### src/rtl/gcd_pkg.sv
// Shared definitions for the GCD requester: state encoding and default width.
// Used by gcd_requester and gcd_req_timer.
package gcd_pkg;

   localparam int GCD_WIDTH = 16;

   typedef enum logic [2:0] {
      S_IDLE      = 3'd0,
      S_START     = 3'd1,
      S_WAIT_ACK  = 3'd2,
      S_WAIT_DONE = 3'd3,
      S_HOLD      = 3'd4
   } state_e;

   function automatic logic any_zero(input logic [GCD_WIDTH-1:0] a,
                                     input logic [GCD_WIDTH-1:0] b);
      return (a == '0) || (b == '0);
   endfunction

endpackage

### src/rtl/gcd_req_timer.sv
// Per-job wait counter for the GCD requester; expired_o flags the last
// allowed wait cycle. Only instantiated when GCD_TIMEOUT_EN is defined.
module gcd_req_timer
   import gcd_pkg::*;
#(
   parameter int TIMEOUT = 255
) (
   input  logic clk,
   input  logic rst,
   input  logic clr_i,
   input  logic en_i,
   output logic expired_o
);

   localparam int CW = $clog2(TIMEOUT + 1);
   localparam logic [CW-1:0] LAST = CW'(TIMEOUT - 1);

   logic [CW-1:0] cnt_q;

   assign expired_o = en_i && (cnt_q == LAST);

   // Count wait cycles; restart on each new job, hold once expired.
   always_ff @(posedge clk or posedge rst) begin
      if (rst) begin
         cnt_q <= '0;
      end else if (clr_i) begin
         cnt_q <= '0;
      end else if (en_i && !expired_o) begin
         cnt_q <= cnt_q + 1'b1;
      end
   end

endmodule

### src/rtl/gcd_requester.sv
// Requester front-end for a GCD controller/datapath pair: accepts operand
// pairs, launches jobs, holds results. Optional timeout: GCD_TIMEOUT_EN.
module gcd_requester
   import gcd_pkg::*;
#(
   parameter int WIDTH   = GCD_WIDTH,
   parameter int TIMEOUT = 255
) (
   input  logic             clk,
   input  logic             rst,
   input  logic             in_valid,
   output logic             in_ready,
   input  logic [WIDTH-1:0] in_a,
   input  logic [WIDTH-1:0] in_b,
   output logic             go,
   output logic [WIDTH-1:0] a_out,
   output logic [WIDTH-1:0] b_out,
   input  logic             done,
   input  logic             output_en,
   input  logic [WIDTH-1:0] gcd_in,
   output logic             res_valid,
   input  logic             res_ready,
   output logic [WIDTH-1:0] res_gcd,
   output logic             res_err,
   output logic             busy
);

   state_e           state_q;
   logic [WIDTH-1:0] a_q;
   logic [WIDTH-1:0] b_q;
   logic [WIDTH-1:0] gcd_q;
   logic             go_q;
   logic             vld_q;
   logic             busy_q;
   logic             tmo;
   logic             zero_op;

   assign in_ready  = (state_q == S_IDLE);
   assign go        = go_q;
   assign a_out     = a_q;
   assign b_out     = b_q;
   assign res_valid = vld_q;
   assign res_gcd   = gcd_q;
   assign busy      = busy_q;
   assign zero_op   = (in_a == '0) || (in_b == '0);

`ifdef GCD_TIMEOUT_EN
   logic err_q;
   logic tmr_clr;
   logic tmr_en;

   assign res_err = err_q;
   assign tmr_clr = in_ready && in_valid && !zero_op;
   assign tmr_en  = (state_q == S_WAIT_ACK) || (state_q == S_WAIT_DONE);

   gcd_req_timer #(
      .TIMEOUT (TIMEOUT)
   ) u_timer (
      .clk       (clk),
      .rst       (rst),
      .clr_i     (tmr_clr),
      .en_i      (tmr_en),
      .expired_o (tmo)
   );
`else
   logic unused_tmo;

   assign res_err    = 1'b0;
   assign tmo        = 1'b0;
   assign unused_tmo = (TIMEOUT == 0);
`endif

   // Job sequencing FSM with registered go/result/busy outputs.
   always_ff @(posedge clk or posedge rst) begin
      if (rst) begin
         state_q <= S_IDLE;
         a_q     <= '0;
         b_q     <= '0;
         gcd_q   <= '0;
         go_q    <= 1'b0;
         vld_q   <= 1'b0;
         busy_q  <= 1'b0;
`ifdef GCD_TIMEOUT_EN
         err_q   <= 1'b0;
`endif
      end else begin
         go_q <= 1'b0;
         unique case (state_q)
            S_IDLE: begin
               if (in_valid) begin
                  a_q    <= in_a;
                  b_q    <= in_b;
                  busy_q <= 1'b1;
                  if (zero_op) begin
                     gcd_q   <= in_a | in_b;
                     vld_q   <= 1'b1;
`ifdef GCD_TIMEOUT_EN
                     err_q   <= 1'b0;
`endif
                     state_q <= S_HOLD;
                  end else begin
                     go_q    <= 1'b1;
                     state_q <= S_START;
                  end
               end
            end
            S_START: begin
               state_q <= S_WAIT_ACK;
            end
            S_WAIT_ACK: begin
               if (tmo) begin
                  gcd_q   <= '0;
                  vld_q   <= 1'b1;
`ifdef GCD_TIMEOUT_EN
                  err_q   <= 1'b1;
`endif
                  state_q <= S_HOLD;
               end else if (!done) begin
                  state_q <= S_WAIT_DONE;
               end
            end
            S_WAIT_DONE: begin
               if (done && output_en) begin
                  gcd_q   <= gcd_in;
                  vld_q   <= 1'b1;
`ifdef GCD_TIMEOUT_EN
                  err_q   <= 1'b0;
`endif
                  state_q <= S_HOLD;
               end else if (tmo) begin
                  gcd_q   <= '0;
                  vld_q   <= 1'b1;
`ifdef GCD_TIMEOUT_EN
                  err_q   <= 1'b1;
`endif
                  state_q <= S_HOLD;
               end
            end
            S_HOLD: begin
               if (res_ready) begin
                  vld_q   <= 1'b0;
                  busy_q  <= 1'b0;
                  state_q <= S_IDLE;
               end
            end
            default: begin
               state_q <= S_IDLE;
            end
         endcase
      end
   end

endmodule
### config.mk
export PLATFORM = sky130hd
export DESIGN_NAME = gcd_requester
export DESIGN_NICKNAME = d
export VERILOG_FILES = /design/src/rtl/gcd_pkg.sv /design/src/rtl/gcd_req_timer.sv /design/src/rtl/gcd_requester.sv
export SDC_FILE = /design/constraint.sdc
export NUM_CORES = 1
export LEC_CHECK = 0
export BUFFER_PORTS_ARGS = -buffer_cell sky130_fd_sc_hd__buf_2
export CORE_MARGIN = 2
export CORE_UTILIZATION = 40
export CTS_CLUSTER_SIZE = 14
export DETAILED_ROUTE_END_ITERATION = 8
export GPL_TIMING_DRIVEN = 0
export PLACE_DENSITY = 0.83
export SLEW_MARGIN = 40
export SYNTH_ARGS = -nofsm -noshare
export SYNTH_HDL_FRONTEND = slang
export SYNTH_HIERARCHICAL = 1
export SYNTH_SLANG_ARGS = --single-unit
### constraint.sdc
create_clock -name clk -period 1.69 [get_ports clk]
set_clock_uncertainty 0.2 [all_clocks]
set_input_delay 0.169 -clock clk [delete_from_list [all_inputs] [get_ports clk]]
set_output_delay 0.169 -clock clk [all_outputs]
set_load 0.005 [all_outputs]
==> results.toml <==
[global_routing]
grt_pass1_vias = 2391
antenna_found_initial = 0
grt_usage = 0.225
grt_pass1_wl_um = 12400
grt.overflow.total = 0
grt_max_degree = 31

[floorplan]
io_pins = 107
die_x_um = 83.2
die_h_um = 83.2
core-area_um2 = 5990
fp.dieArea_um2 = 6920
placementRows = 28
initial_core_util = 0.419

[yosys]
synth_nets = 258
ys_ff_latch = 54
ys_seq_area_frac = 0.539
async_reset_ff_frac = 1.00
synth_flop_cell = "dfrtp_1"
synth_area_per_cell_um2 = 12.3
yosysTopAreaCellShare = 0.539
syn_area_um2 = 2510
synth_edf_count = 0
yosysUniqueCellTypes = 31
yosysTopAreaCell = "dfrtp_1"
yosysMostFrequentCell = "dfrtp_1"
yosys_warnings = 6
netlist_top_cells_area = "dfrtp_1, mux2_2, o221ai_1, nand2_1, o211ai_2"
synthCells = 204
netlist_top_cells_count = "dfrtp_1, nand2_1, mux2_2"

[flow_run]
cap_violations = 0

[clock_network]
insertion_delay_ns = 0.29
cts.clk_slew.worst_paths_ns = 0.09
cts_num_sinks = 54
cts_root_buffer = "clkbuf_8"
cts_max_path_buffers = 2
cts_made_buffers = 5
cts_tree = "yes"
h-tree-depth = 2

[setup_path]
cp.arrival_ns = 1.69
cp_cell_sequence = "nor4b_4 -> buf_6 -> o21a_1 -> buf_6 -> clkbuf_16 -> o211ai_2"
path_class = "flop to flop"
reg2reg_depth = 6
r2r-start = "state_q[0]"
path_depth = 6
crit_path_max_incr_delay_ns = 0.45
cp_max_fo = 5
required_ns = 1.66
path_delay_family = "flip-flops"
critPathSlowestCell = "dfrtp_2"
crit_top_cell = "buf_6"
worst-path-buf-inv = 3
crit_start = "state_q[0]"
ff2ff_setup_slack_ns = -0.03
rr_endpoint = "res_gcd[7]"
critPathLaunchType = "flop"
crit_path_end_kind = "flop"
crit_end = "res_gcd[7]"

[place]
place_congestion = 0.894
dp_slack_ns = -0.231
io_buffer_count = 105
place_hpwl_um = 5140

[hold_path]
hp-start = "in_a[0]"
hp-class = "primary input to flop"

[detailed_routing]
avgViaCountPerCell = 5.27
ant_nets = 0
vias = 2362
wl_per_cell_um = 17.4
dr.pass1.iters = 4
wirelength_um = 7790
drt_iter0_markers = 68
remaining_drc_errors = 0

[sta]
final_max_slew_viol_count = 0
max_freq_mhz = 580
setup_viol = 29
setup_ws_ns = -0.0334
hold_viol = 0
setup_tns_ns = -0.344
min_period_ns = 1.72
rsz0062_at_grt = "true"
fin_crit_sh = 1.02

[pwr]
power_density_nw_per_um2 = 1320
p_leak_nw = 1.85
peakVddDrop_v = 0.000895

[layout]
utilization = 0.663
n_antenna_cell = 0
area_growth_pct = 58.3
fin_nets = 427
drive_gt1_frac = 0.525

[status]
violations = "negative setup slack"
status = "finished, violations left"
-- cells in the final DEF, fill, tap and decap left out, drive strengths merged, types with 4 or more instances in the layout --
cell,Yosys,layout
nor4,8,8
buf,16,127
clkbuf,1,8
mux2,32,32
dfrtp,54,54
dlygate4sd3,0,50
nor2,4,4
o211ai,16,16
nand2,35,35
o221ai,16,16
-- routing by layer --
metal  vias to the layer above  track usage  part of all wire
li1                       1094            -                 -
met1                      1169        0.287              0.42
met2                        80        0.380              0.51
met3                        19       0.0507             0.048
met4                         0       0.0745             0.026
met5                         -            0                 0
-- worst min-delay path, stage by stage --
cell and delay, ns:
buf_2 0.12, o221ai_2 0.12, o211ai_2 0.07
-- kinds of logic (layout without fill, tap and decap cells) --
kind of cell           count (synthesis)  in the layout  share of synthesized area
flip-flops                            54             54                      0.539
AO/OA/AOI/OAI                         40             40                      0.145
multiplexers                          32             32                      0.144
buffers and inverters                 20            189                     0.0529
other                                  1              1                    0.00150
AND/OR/NAND/NOR                       57             57                      0.118
-- registers in the layout, summed over array words and instances, names as in the netlist --
signal and count:
go 1, state_q 3, busy 1, a_out 16, res_gcd 16, b_out 16, res_valid 1
-- worst min path at each step --
| stage | end | cells after the start |
|---|---|---|
| detailed placement | state_q[0] | 2 |
| global placement | res_gcd[5] | 3 |
| global route | res_gcd[0] | 3 |
| CTS | res_gcd[6] | 3 |
| floorplan | res_gcd[0] | 2 |
| finish | res_gcd[0] | 3 |
-- per-stage QoR --
stage / cells / cell area (um^2) / total power, mW / hold slack (ns)
floorplan: 204 / 2510 / 3.21 / 0.0924
global route: 448 / 3970 / 5.57 / 0.0210
CTS: 446 / 3890 / 5.21 / 0.00608
global placement: 384 / 3130 / 4.00 / 0.178
detailed placement: 385 / 3150 / 4.10 / -0.0283
finish: 448 / 3970 / 5.24 / 0.0169
-- final cells by class --
cell class,count,area (um^2)
fill,452,2020
buffer,15,164
clock inverter,1,30.0
timing repair buffer,164,1140
clock buffer,6,82.6
sequential,54,1350
inverter,3,13.8
multi-input combinational,130,1090
tap,75,93.8
-- power breakdown --
part           switching, mW  internal (mW)
Sequential             0.339           1.90
Combinational          0.891           1.24
Clock                  0.391          0.474
-- what timing repair did --
action	4_1_cts	5_1_grt
hold buffers	50	0
endpoints found under the hold margin	104	0
gates resized for setup	26	5
pin swaps	3	6
cloned	0	1
setup buffers	5	2
endpoints found under the setup margin	49	49
Note: power is estimated with default switching activity, not from simulation.
